**config.mk**
```make
export PLATFORM = sky130hd
export DESIGN_NAME = combat_arbiter
export DESIGN_NICKNAME = d
export VERILOG_FILES = /design/src/rtl/combat_pkg.sv /design/src/rtl/combat_arbiter_rr_picker.sv /design/src/rtl/combat_arbiter.sv
export SDC_FILE = /design/constraint.sdc
export NUM_CORES = 1
export LEC_CHECK = 0
export CORE_ASPECT_RATIO = 2
export CORE_UTILIZATION = 48
export CTS_CLUSTER_SIZE = 10
export DETAILED_ROUTE_END_ITERATION = 10
export GPL_TIMING_DRIVEN = 0
export HOLD_SLACK_MARGIN = 0.1
export PLACE_DENSITY = 0.89
export REMOVE_ABC_BUFFERS = 1
export SETUP_SLACK_MARGIN = 0.05
export SYNTH_ARGS = -nofsm -noshare
export SYNTH_HDL_FRONTEND = slang
export SYNTH_SLANG_ARGS = --single-unit
```
**constraint.sdc**
```tcl
create_clock -name clk -period 7.4 [get_ports clk]
set_input_delay 1.11 -clock clk [delete_from_list [all_inputs] [get_ports clk]]
set_output_delay 1.11 -clock clk [all_outputs]
set_load 0.01 [all_outputs]
```
**src/rtl/combat_pkg.sv**
```systemverilog
// Shared types and helpers for the combat arbiter: FSM states, damage command, distance.
package combat_pkg;

  localparam int unsigned PKG_N_ENEMY   = 4;
  localparam int unsigned PKG_POS_WIDTH = 10;
  localparam int unsigned IDX_W         = $clog2(PKG_N_ENEMY);
  localparam int unsigned DIST_W        = PKG_POS_WIDTH + 1;

  typedef enum logic [1:0] {
    ST_IDLE   = 2'd0,
    ST_SCAN   = 2'd1,
    ST_EGRANT = 2'd2
  } state_t;

  typedef struct packed {
    logic             valid;
    logic             to_player;
    logic [IDX_W-1:0] idx;
  } dmg_cmd_t;

  // |dx|+|dy| with one extra bit so the sum never wraps.
  function automatic logic [DIST_W-1:0] manhattan_dist(
    input logic [PKG_POS_WIDTH-1:0] x0,
    input logic [PKG_POS_WIDTH-1:0] y0,
    input logic [PKG_POS_WIDTH-1:0] x1,
    input logic [PKG_POS_WIDTH-1:0] y1
  );
    logic [PKG_POS_WIDTH-1:0] dx;
    logic [PKG_POS_WIDTH-1:0] dy;
    dx = (x0 >= x1) ? (x0 - x1) : (x1 - x0);
    dy = (y0 >= y1) ? (y0 - y1) : (y1 - y0);
    return DIST_W'(dx) + DIST_W'(dy);
  endfunction

endpackage

```
**src/rtl/combat_arbiter_rr_picker.sv**
```systemverilog
// Combinational round-robin search over pending requests, starting just after ptr.
module rr_picker #(
  parameter int unsigned N  = 4,
  parameter int unsigned IW = $clog2(N)
) (
  input  logic [N-1:0]  i_req,
  input  logic [IW-1:0] i_ptr,
  output logic          o_any,
  output logic [IW-1:0] o_idx
);

  // Walk offsets from farthest to nearest so the nearest hit after ptr wins.
  always_comb begin
    o_any = 1'b0;
    o_idx = '0;
    for (int off = N; off >= 1; off--) begin
      if (i_req[IW'((32'(i_ptr) + 32'(off)) % N)]) begin
        o_any = 1'b1;
        o_idx = IW'((32'(i_ptr) + 32'(off)) % N);
      end
    end
  end

endmodule

```
**src/rtl/combat_arbiter.sv**
```systemverilog
// Serialises player-attack scans and enemy attacks into single "minus 1" damage commands.
// The command struct and distance helper are sized by the package defaults.
module combat_arbiter
  import combat_pkg::*;
#(
  parameter int unsigned N_ENEMY      = PKG_N_ENEMY,
  parameter int unsigned POS_WIDTH    = PKG_POS_WIDTH,
  parameter int unsigned HP_WIDTH     = 2,
  parameter int unsigned ATK_RANGE    = 32,
  parameter int unsigned INVULN_TICKS = 3
) (
  input  logic                           clk,
  input  logic                           rst,
  input  logic                           i_enable,
  input  logic                           i_tick,
  input  logic                           i_player_atk,
  input  logic                           i_player_shield,
  input  logic [POS_WIDTH-1:0]           i_player_x,
  input  logic [POS_WIDTH-1:0]           i_player_y,
  input  logic [N_ENEMY*POS_WIDTH-1:0]   i_enemy_x,
  input  logic [N_ENEMY*POS_WIDTH-1:0]   i_enemy_y,
  input  logic [N_ENEMY*HP_WIDTH-1:0]    i_enemy_hp,
  input  logic [N_ENEMY-1:0]             i_enemy_atk,
  output logic                           o_dmg_valid,
  output logic                           o_dmg_to_player,
  output logic [$clog2(N_ENEMY)-1:0]     o_dmg_idx,
  output logic                           o_blocked,
  output logic                           o_invuln,
  output logic                           o_busy
);

  localparam int unsigned IW    = $clog2(N_ENEMY);
  localparam int unsigned CNT_W = (INVULN_TICKS < 1) ? 1 : $clog2(INVULN_TICKS + 1);

  state_t               r_state, w_state_nxt;
  logic                 r_pend_p;
  logic [N_ENEMY-1:0]   r_pend_e;
  logic [IW-1:0]        r_ptr, w_ptr_nxt;
  logic [IW-1:0]        r_idx, w_idx_nxt;
  logic [CNT_W-1:0]     r_inv_cnt, w_inv_cnt_nxt;
  dmg_cmd_t             r_cmd, w_cmd_nxt;
  logic                 r_blocked, w_blocked_nxt;
  logic                 r_invuln;
  logic                 r_busy;

  logic                 w_pend_p_set;
  logic                 w_pend_p_clr;
  logic [N_ENEMY-1:0]   w_pend_e_clr;
  logic [N_ENEMY-1:0]   w_alive;
  logic                 w_inv_load;
  logic                 w_pick_any;
  logic [IW-1:0]        w_pick_idx;
  logic [POS_WIDTH-1:0] w_ex [N_ENEMY];
  logic [POS_WIDTH-1:0] w_ey [N_ENEMY];
  logic [POS_WIDTH:0]   w_dist;
  logic                 w_in_range;

  for (genvar g = 0; g < N_ENEMY; g++) begin : g_unpack
    assign w_ex[g]    = i_enemy_x[g*POS_WIDTH +: POS_WIDTH];
    assign w_ey[g]    = i_enemy_y[g*POS_WIDTH +: POS_WIDTH];
    assign w_alive[g] = |i_enemy_hp[g*HP_WIDTH +: HP_WIDTH];
  end

  assign w_dist       = manhattan_dist(i_player_x, i_player_y, w_ex[r_idx], w_ey[r_idx]);
  assign w_in_range   = (32'(w_dist) <= ATK_RANGE);
  // A second player attack is dropped while one is pending or a scan is running.
  assign w_pend_p_set = i_player_atk & ~r_pend_p & (r_state != ST_SCAN);

  rr_picker #(
    .N  (N_ENEMY),
    .IW (IW)
  ) u_rr_picker (
    .i_req (r_pend_e),
    .i_ptr (r_ptr),
    .o_any (w_pick_any),
    .o_idx (w_pick_idx)
  );

  // Next-state and registered-output decisions; disable overrides everything.
  always_comb begin
    w_state_nxt   = r_state;
    w_ptr_nxt     = r_ptr;
    w_idx_nxt     = r_idx;
    w_cmd_nxt     = '0;
    w_blocked_nxt = 1'b0;
    w_inv_load    = 1'b0;
    w_pend_p_clr  = 1'b0;
    w_pend_e_clr  = '0;
    case (r_state)
      ST_IDLE: begin
        if (r_pend_p) begin
          w_pend_p_clr = 1'b1;
          w_idx_nxt    = '0;
          w_state_nxt  = ST_SCAN;
        end else if (w_pick_any) begin
          w_pend_e_clr[w_pick_idx] = 1'b1;
          w_ptr_nxt                = w_pick_idx;
          w_state_nxt              = ST_EGRANT;
        end
      end
      ST_SCAN: begin
        if (w_alive[r_idx] && w_in_range) begin
          w_cmd_nxt.valid     = 1'b1;
          w_cmd_nxt.to_player = 1'b0;
          w_cmd_nxt.idx       = r_idx;
        end
        if (r_idx == IW'(N_ENEMY - 1)) begin
          w_state_nxt = ST_IDLE;
        end else begin
          w_idx_nxt = r_idx + IW'(1);
        end
      end
      ST_EGRANT: begin
        w_state_nxt = ST_IDLE;
        if (i_player_shield) begin
          w_blocked_nxt = 1'b1;
        end else if (r_inv_cnt == '0) begin
          w_cmd_nxt.valid     = 1'b1;
          w_cmd_nxt.to_player = 1'b1;
          w_cmd_nxt.idx       = r_ptr;
          w_inv_load          = 1'b1;
        end
      end
      default: w_state_nxt = ST_IDLE;
    endcase
    if (!i_enable) begin
      w_state_nxt   = ST_IDLE;
      w_ptr_nxt     = r_ptr;
      w_cmd_nxt     = '0;
      w_blocked_nxt = 1'b0;
      w_inv_load    = 1'b0;
      w_pend_p_clr  = 1'b0;
      w_pend_e_clr  = '0;
    end
  end

  // Invulnerability counter: load beats tick, tick saturates at zero.
  always_comb begin
    w_inv_cnt_nxt = r_inv_cnt;
    if (!i_enable) begin
      w_inv_cnt_nxt = '0;
    end else if (w_inv_load) begin
      w_inv_cnt_nxt = CNT_W'(INVULN_TICKS);
    end else if (i_tick && (r_inv_cnt != '0)) begin
      w_inv_cnt_nxt = r_inv_cnt - CNT_W'(1);
    end
  end

  // State, pending latches and registered outputs.
  always_ff @(posedge clk or posedge rst) begin
    if (rst) begin
      r_state   <= ST_IDLE;
      r_pend_p  <= 1'b0;
      r_pend_e  <= '0;
      r_ptr     <= '0;
      r_idx     <= '0;
      r_inv_cnt <= '0;
      r_cmd     <= '0;
      r_blocked <= 1'b0;
      r_invuln  <= 1'b0;
      r_busy    <= 1'b0;
    end else begin
      r_state   <= w_state_nxt;
      r_ptr     <= w_ptr_nxt;
      r_idx     <= w_idx_nxt;
      r_inv_cnt <= w_inv_cnt_nxt;
      r_cmd     <= w_cmd_nxt;
      r_blocked <= w_blocked_nxt;
      r_invuln  <= (w_inv_cnt_nxt != '0);
      r_busy    <= (w_state_nxt == ST_SCAN);
      if (!i_enable) begin
        r_pend_p <= 1'b0;
        r_pend_e <= '0;
      end else begin
        r_pend_p <= (r_pend_p & ~w_pend_p_clr) | w_pend_p_set;
        r_pend_e <= (r_pend_e & ~w_pend_e_clr) | (i_enemy_atk & w_alive);
      end
    end
  end

  assign o_dmg_valid     = r_cmd.valid;
  assign o_dmg_to_player = r_cmd.to_player;
  assign o_dmg_idx       = r_cmd.idx;
  assign o_blocked       = r_blocked;
  assign o_invuln        = r_invuln;
  assign o_busy          = r_busy;

endmodule

```
Word-level counts from Yosys, hierarchy flattened
Index checks and enable logic that the tools add are counted.

$add $sub $neg: 11. Multipliers: 0. Divide/modulo/power cells: 0. $lt $le $gt $ge: 11. Eq/ne operators: 7. Shifts and indexed selects: 0. Multiplexer cells: 60. Bitwise logic cells: 11. Reduce and logical (&&, ||, !) cells: 14.

Operators by type and width (count): 10-bit two-way mux (6); 10-bit binary-select mux with 2-bit select (2); 10-bit subtractor (4); 4-bit two-way mux (9); 2-bit two-way mux (13); 1-bit two-way mux (21); 10-bit >= comparator (2); 2-bit by 3-bit less-than comparator with 1-bit output, second input constant (6); 10-bit by 10-bit adder with 11-bit output (1); 11-bit by 6-bit <= comparator with 1-bit output, second input constant (1); 1-bit binary-select mux with 2-bit select (5); 4-bit bitwise AND (2); 2-bit one-hot mux with 2 select lines (2); 4-bit one-hot mux with 2 select lines (1); 2-bit OR reduction (4); 2-bit by 1-bit adder with 2-bit output, second input constant (3); 2-bit nonzero test (3); 2-bit adder, second input constant (2); 2-bit by 1-bit equality test with 1-bit output, second input constant (2); 2-bit equality test, second input constant (2); 2-bit zero test (2); 2-bit inequality test, second input constant (2); 4-bit NOT (1); 4-bit OR (1); 12 further kinds (17).

Register bits after elaboration: 20. Bits in latches: 0. RAM bits: 0. ROM bits: 0. Word-level logic and storage cells: 126. Memories kept: 0.

Depth between registers and ports, before layout
Gate-level depths: netlist of the first run.

Word-level depth: 19. Mapped depth: 22.

Modules after synthesis
A second synthesis of the first run with hierarchy kept.

Cells, all modules: 428. Area, all modules: 3661.0 um^2.

Modules (own cells, without submodules): combat_arbiter (times used 1, cells an instance 414, area each 3569.7 um^2); rr_picker (times used 1, cells an instance 14, area each 91.3 um^2).

Worst setup path before layout of the first run
OpenSTA, ideal clock, no wires.

Path type: input to register. Start point: input port i_enemy_y[33]. End point: register r_cmd (netlist bit o_dmg_idx[0]). Arrival: 5413 ps. Data required time: 7324 ps. Path slack: 1911 ps. Stages: 17. Buffers on the path: 2. Cell sequence: mux4_2 > ha_1 > buf_6 > and2_4 > a311o_1 > o211a_1 > nor2_2 > buf_4 > mux2_1 > fa_1 > a21o_1 > a211oi_2 > o21ai_1 > a2111oi_0 > a2111oi_0 > or4_4 > o21ai_2.

RTL lines: start: declaration (RTL line combat_arbiter.sv:21) `input logic [N_ENEMY*POS_WIDTH-1:0] i_enemy_y,`; end signal: assignment (RTL line combat_arbiter.sv:167) `r_cmd <= w_cmd_nxt;`; end: declaration (RTL line combat_arbiter.sv:41) `dmg_cmd_t r_cmd, w_cmd_nxt;`.

==> impl_metrics.ini, run 1 <==
[flow_run]
maxCapViolCount = 0

[place]
dp.final_hpwl_mm = 8.77
pre_cts_ws_ns = 0.920
port_buffers = 124
gp_congestion = 0.846

[grt]
track_usage = 0.258
antenna_found_initial = 0
grt_pass1_vias = 3908
grt-ovfl-total = 0
grt_max_degree = 30
grt_pass1_wl_mm = 17.0

[detailed_routing]
drtAntennaViolNets = 0
firstDrtPassIters = 5
drc = 0
vias = 3789
drt-initial-drc-count = 173
drt-total-wl_mm = 10.4
post_drt_wl_per_cell_um = 16.0
vias_per_cell = 5.85

[worst_setup_path]
start_kind = input port
crit_required_ns = 7.58
arrival_ns = 6.48
crit_type = in2reg
cp_max_fo = 13
end_kind = flip-flop

[clock_network]
htreeDepth = 1
clockRootBuffer = clkbuf_16
path_clk_slew_ns = 0.05
post-cts-setup-buffers = 0
clock_path_buffers = 2
cts-resized-gates = 0
cts_buffers = 3
clock-sinks = 20
clk_latency_ns = 0.25
cts_tree = done
cts_hold_buf = 0

[floorplanning]
placeableCoreArea_um2 = 7600
row_count = 45
die-area_um2 = 8230
start_util = 0.496
die_h_um = 127
boundaryPins = 125
die_w_um = 64.6

[sta]
max-slew-margin-rel = 0.173
fmax_mhz = 159
hold_violations = 0
rsz0062_at_grt = false
period_minus_slack_ns = 6.30
clock_skew_ns = 0.00115
setup_tns_ns = 0
setup_viol = 0
worst_slew_pin_slew_ns = 1.24
period_share = 0.852
hold-worst-slack_ns = 0.599
setup_slack_ns = 1.10
maxSlewViolCount = 0

[logic_synthesis]
synthCells = 443
yosys-top-cells-count = inv_1, ha_1, a21oi_1, o21ai_0, nand2_1
synth_enable_flop_cells = 0
yosysWarnings = 0
yosys_register_bits = 20
synth.distinct_cells = 66
ys_seq_area_frac = 0.133
yosysTopAreaCell = ha_1
synthFlopType = dfrtp_1
yosysMostFrequentCell = inv_1
syn-cell-area_um2 = 3770
synth_area_per_cell_um2 = 8.50
async_flop_share = 1.00
synthTopCellsByArea = ha_1, dfrtp_1, mux4_2
synth_top_area_frac = 0.176

[finish]
synthToLayoutAreaGrowth_pct = 35.9
multiInputGateArea_um2 = 2970
finalCoreUtilization = 0.673
nNetsFinal = 731
drive_above_1_share = 0.0668
diodes = 0
n_fill_cell = 660
seqCellArea_um2 = 502

[power_and_ir_drop]
p_per_area_nw_per_um2 = 233
vdd_drop_max_uv = 226
p_leak_uw = 0.00227

[status]
status = finished, final reports clean

[min_path]
hold_path.class = reg2reg
[per-layer routing]
layer / part of all wire / track usage
met5: 0 / 0
met4: 0.026 / 0.0876
met3: 0.023 / 0.0152
met2: 0.61 / 0.549
met1: 0.34 / 0.242
[report_power, final]
| group | leakage, uW | switching (uW) | internal [uW] |
|---|---|---|---|
| clock | 0.0000382 | 39.8 | 73.4 |
| sequential | 0.000265 | 34.8 | 128 |
| combinational | 0.00197 | 485 | 432 |
[cell usage in the layout (no fill, tap or decap), types with 3 or more instances in the layout]
cell,n
o21ai_0,29
xor2_1,11
clkdlybuf4s50_1,124
fa_1,5
nand2b_1,7
nand2_1,23
a311o_1,3
nand4_1,4
inv_1,57
nor2b_1,12
a21oi_1,36
mux2i_1,8
mux4_2,20
o31a_1,3
nor3_1,9
ha_1,53
a21o_1,13
a31oi_1,4
o21ai_1,7
o21a_1,6
dfrtp_1,19
xnor2_1,10
nand3_1,3
o21bai_1,6
a211oi_1,7
nor2_1,22
clkbuf_16,3
[cell type report]
| type | count | area share |
|---|---|---|
| inverters | 57 | 0.0418 |
| clock buffers | 4 | 0.0154 |
| repair buffers | 124 | 0.242 |
| multi-input cells | 349 | 0.579 |
| well taps | 94 | 0.0230 |
| flip-flops and latches | 20 | 0.0980 |
[registers in the layout, summed over array words and instances (netlist names)]
name / cells
r_ptr: 2
o_invuln: 1
o_dmg_valid: 1
r_inv_cnt: 2
o_busy: 1
o_dmg_idx: 2
o_dmg_to_player: 1
r_pend_e: 4
r_state: 2
r_pend_p: 1
o_blocked: 1
r_idx: 2
[logic make-up (layout without fill, tap and decap cells)]
group                    Yosys count  after routing  synth area share
adder cells (fa/ha/maj)           58             58             0.203
multiplexers                      31             31             0.150
flip-flops                        20             20             0.133
AO/OA/AOI/OAI                    148            148             0.265
buffers and inverters             74            185            0.0800
XOR/XNOR                          21             21            0.0488
AND/OR/NAND/NOR                   91             91             0.121
[per-stage QoR]
step | cells | total power (uW) | cell area (um^2)
floorplan | 426 | 831 | 3680
global placement | 644 | 1020 | 5040
detailed placement | 644 | 1060 | 5040
CTS | 648 | 1180 | 5120
global route | 648 | 1300 | 5120
finish | 648 | 1190 | 5120
[worst max-delay path, cell delays in order]
cell and delay (ns):
clkdlybuf4s50_1 0.40, mux4_2 0.48, ha_1 0.36, a2111oi_1 0.71
nor2_1 0.20, nor2_2 0.55, mux2_1 0.43, fa_1 0.46
a21o_1 0.19, a211oi_2 0.20, o21ai_1 0.10, a2111oi_0 0.39
a2111oi_0 0.15, or4_4 0.59, o21ai_2 0.15
[final timing paths]
kind / start / to / slack [ns] / cells past startpoint
worst min register to register: r_ptr[0]$_DFFE_PP0P_ / o_dmg_idx[0]$_DFF_PP0_ / 0.60 / 2
worst max register to register: r_idx[1]$_DFFE_PP0P_ / o_dmg_idx[0]$_DFF_PP0_ / 1.22 / 14
worst max-delay path: i_enemy_y[27] / o_dmg_idx[0]$_DFF_PP0_ / 1.10 / 15
min in group asynchronous: rst / o_busy$_DFF_PP0_ / 1.31 / 2
worst min-delay path: r_ptr[0]$_DFFE_PP0P_ / o_dmg_idx[0]$_DFF_PP0_ / 0.60 / 2
max in group asynchronous: rst / r_idx[0]$_DFFE_PP0P_ / 5.55 / 2
Power figures use the tool's default switching activity.
==> run 2: changes to the inputs <==
CORE_UTILIZATION = 51   (was 48)
PLACE_DENSITY = 0.94   (was 0.89)
clock period = 7.6 ns   (was 7.4 ns; I/O delays follow)
==> run 2 against run 1 <==
Compared with the run above: final area is essentially flat; non-clock buffer count unchanged; cell count is 0.31% lower; routed wire length is 1.2% lower; sequential share of layout area barely moved; count of clock-buffer cells in the layout did not move; highest routed layer unchanged; setup slack better by 0.049 ns.
==> impl_metrics.ini, run 2 (synthesized netlist as in run 1, its figures left out) <==
[sta]
worst_slew_pin_slew_ns = 1.19
period_share = 0.849
fmax_mhz = 155
rsz0062_at_grt = false
hold_violations = 0
setup_viol = 0
setup_tns_ns = 0
clock_skew_ns = 0.00236
period_minus_slack_ns = 6.45
hold-worst-slack_ns = 0.592
max-slew-margin-rel = 0.207
maxSlewViolCount = 0

[place]
dpl.cell_count = 642
dp.final_hpwl_mm = 8.57
gp_congestion = 0.933
port_buffers = 124

[worst_setup_path]
rrSetupSlack_ns = 1.34
arrival_ns = 6.62
crit_type = in2reg
crit_required_ns = 7.77
end_kind = flip-flop
r2r_cells = 14
cp_max_fo = 13
start_kind = input port

[finish]
mostFrequentLayoutCell = clkdlybuf4s50_1
regMostFlops = r_pend_e
diodes = 0
synthToLayoutAreaGrowth_pct = 35.8
largest_reg_flops = 4
final_cell_mix = clkdlybuf4s50_1, inv_1, ha_1
layout.cells.non_filler = 646
n_fill_cell = 556
drive_above_1_share = 0.0668
nNetsFinal = 731

[clock_network]
clock_path_buffers = 2
clockRootBuffer = clkbuf_16
cts-resized-gates = 0
clock-sinks = 20
clk_latency_ns = 0.25
cts_hold_buf = 0
post-cts-setup-buffers = 0
cts_tree = done
path_clk_slew_ns = 0.05
htreeDepth = 1
cts_buffers = 3

[detailed_routing]
drt-total-wl_mm = 10.2
firstDrtPassIters = 7
post_drt_wl_per_cell_um = 15.9
drt-initial-drc-count = 209
vias = 3898
drtAntennaViolNets = 0
vias_per_cell = 6.03
drc = 0

[grt]
grt-ovfl-total = 0
grt_max_degree = 30
antenna_found_initial = 0
grt_pass1_vias = 4025
track_usage = 0.267
grt_pass1_wl_mm = 16.7

[floorplanning]
start_util = 0.522
die_h_um = 124
die_w_um = 62.8
die-area_um2 = 7760
boundaryPins = 125
row_count = 44
placeableCoreArea_um2 = 7210

[flow_run]
maxCapViolCount = 0

[status]
status = finished, final reports clean

[power_and_ir_drop]
p_leak_uw = 0.00227
p_per_area_nw_per_um2 = 229
vdd_drop_max_uv = 206

[min_path]
hold_path_depth = 2
hold_path.class = reg2reg
==> run 2: stage by stage <==
step,util,power (uW),area (um^2),worst slack (ns)
after floorplan,-,809,3680,1.91
after global placement,0.698,977,5040,1.22
after detailed placement,0.698,1040,5040,1.02
after CTS,0.709,1160,5120,1.24
after global routing,0.709,1270,5120,0.920
final,0.709,1170,5120,1.15
==> run 2: worst max-delay path: stages <==
cell and delay, ns:
clkdlybuf4s50_1 0.40, mux4_2 0.48, ha_1 0.37, a2111oi_1 0.70, nor2_1 0.20, nor2_2 0.55, mux2_1 0.43, fa_1 0.47
a21o_1 0.19, a211oi_2 0.20, o21ai_1 0.10, a2111oi_0 0.49, a2111oi_0 0.15, or4_4 0.58, o21ai_2 0.16
==> run 2: path summary, 6_finish.rpt <==
kind                                 startpoint                      to
max                               i_enemy_y[27]  o_dmg_idx[0]$_DFF_PP0_
max reg2reg                r_idx[1]$_DFFE_PP0P_  o_dmg_idx[0]$_DFF_PP0_
min                        r_ptr[0]$_DFFE_PP0P_    r_ptr[0]$_DFFE_PP0P_
min reg2reg                r_ptr[0]$_DFFE_PP0P_    r_ptr[0]$_DFFE_PP0P_
min in group asynchronous                   rst    r_state[1]$_DFF_PP0_
max in group asynchronous                   rst    r_idx[0]$_DFFE_PP0P_
==> run 2: final cells by class <==
type / count / area, um^2 / share of cell area
multi-input combinational: 349 / 2970 / 0.580
timing repair buffer: 124 / 1240 / 0.243
sequential: 20 / 502 / 0.0981
inverter: 57 / 214 / 0.0418
tap: 92 / 115 / 0.0225
clock buffer: 4 / 78.8 / 0.0154
==> run 2: routing by layer <==
metal | vias to the layer above | track usage | share of wire
met2 | 162 | 0.575 | 0.61
met3 | 37 | 0.0212 | 0.038
li1 | 1840 | - | -
met1 | 1859 | 0.244 | 0.32
met4 | 0 | 0.110 | 0.029
met5 | - | 0 | 0
==> run 2: report_power, final <==
group	total [uW]	switching, uW	internal [uW]
Sequential	158	34.1	124
Clock	109	37.7	71.4
Combinational	904	482	422
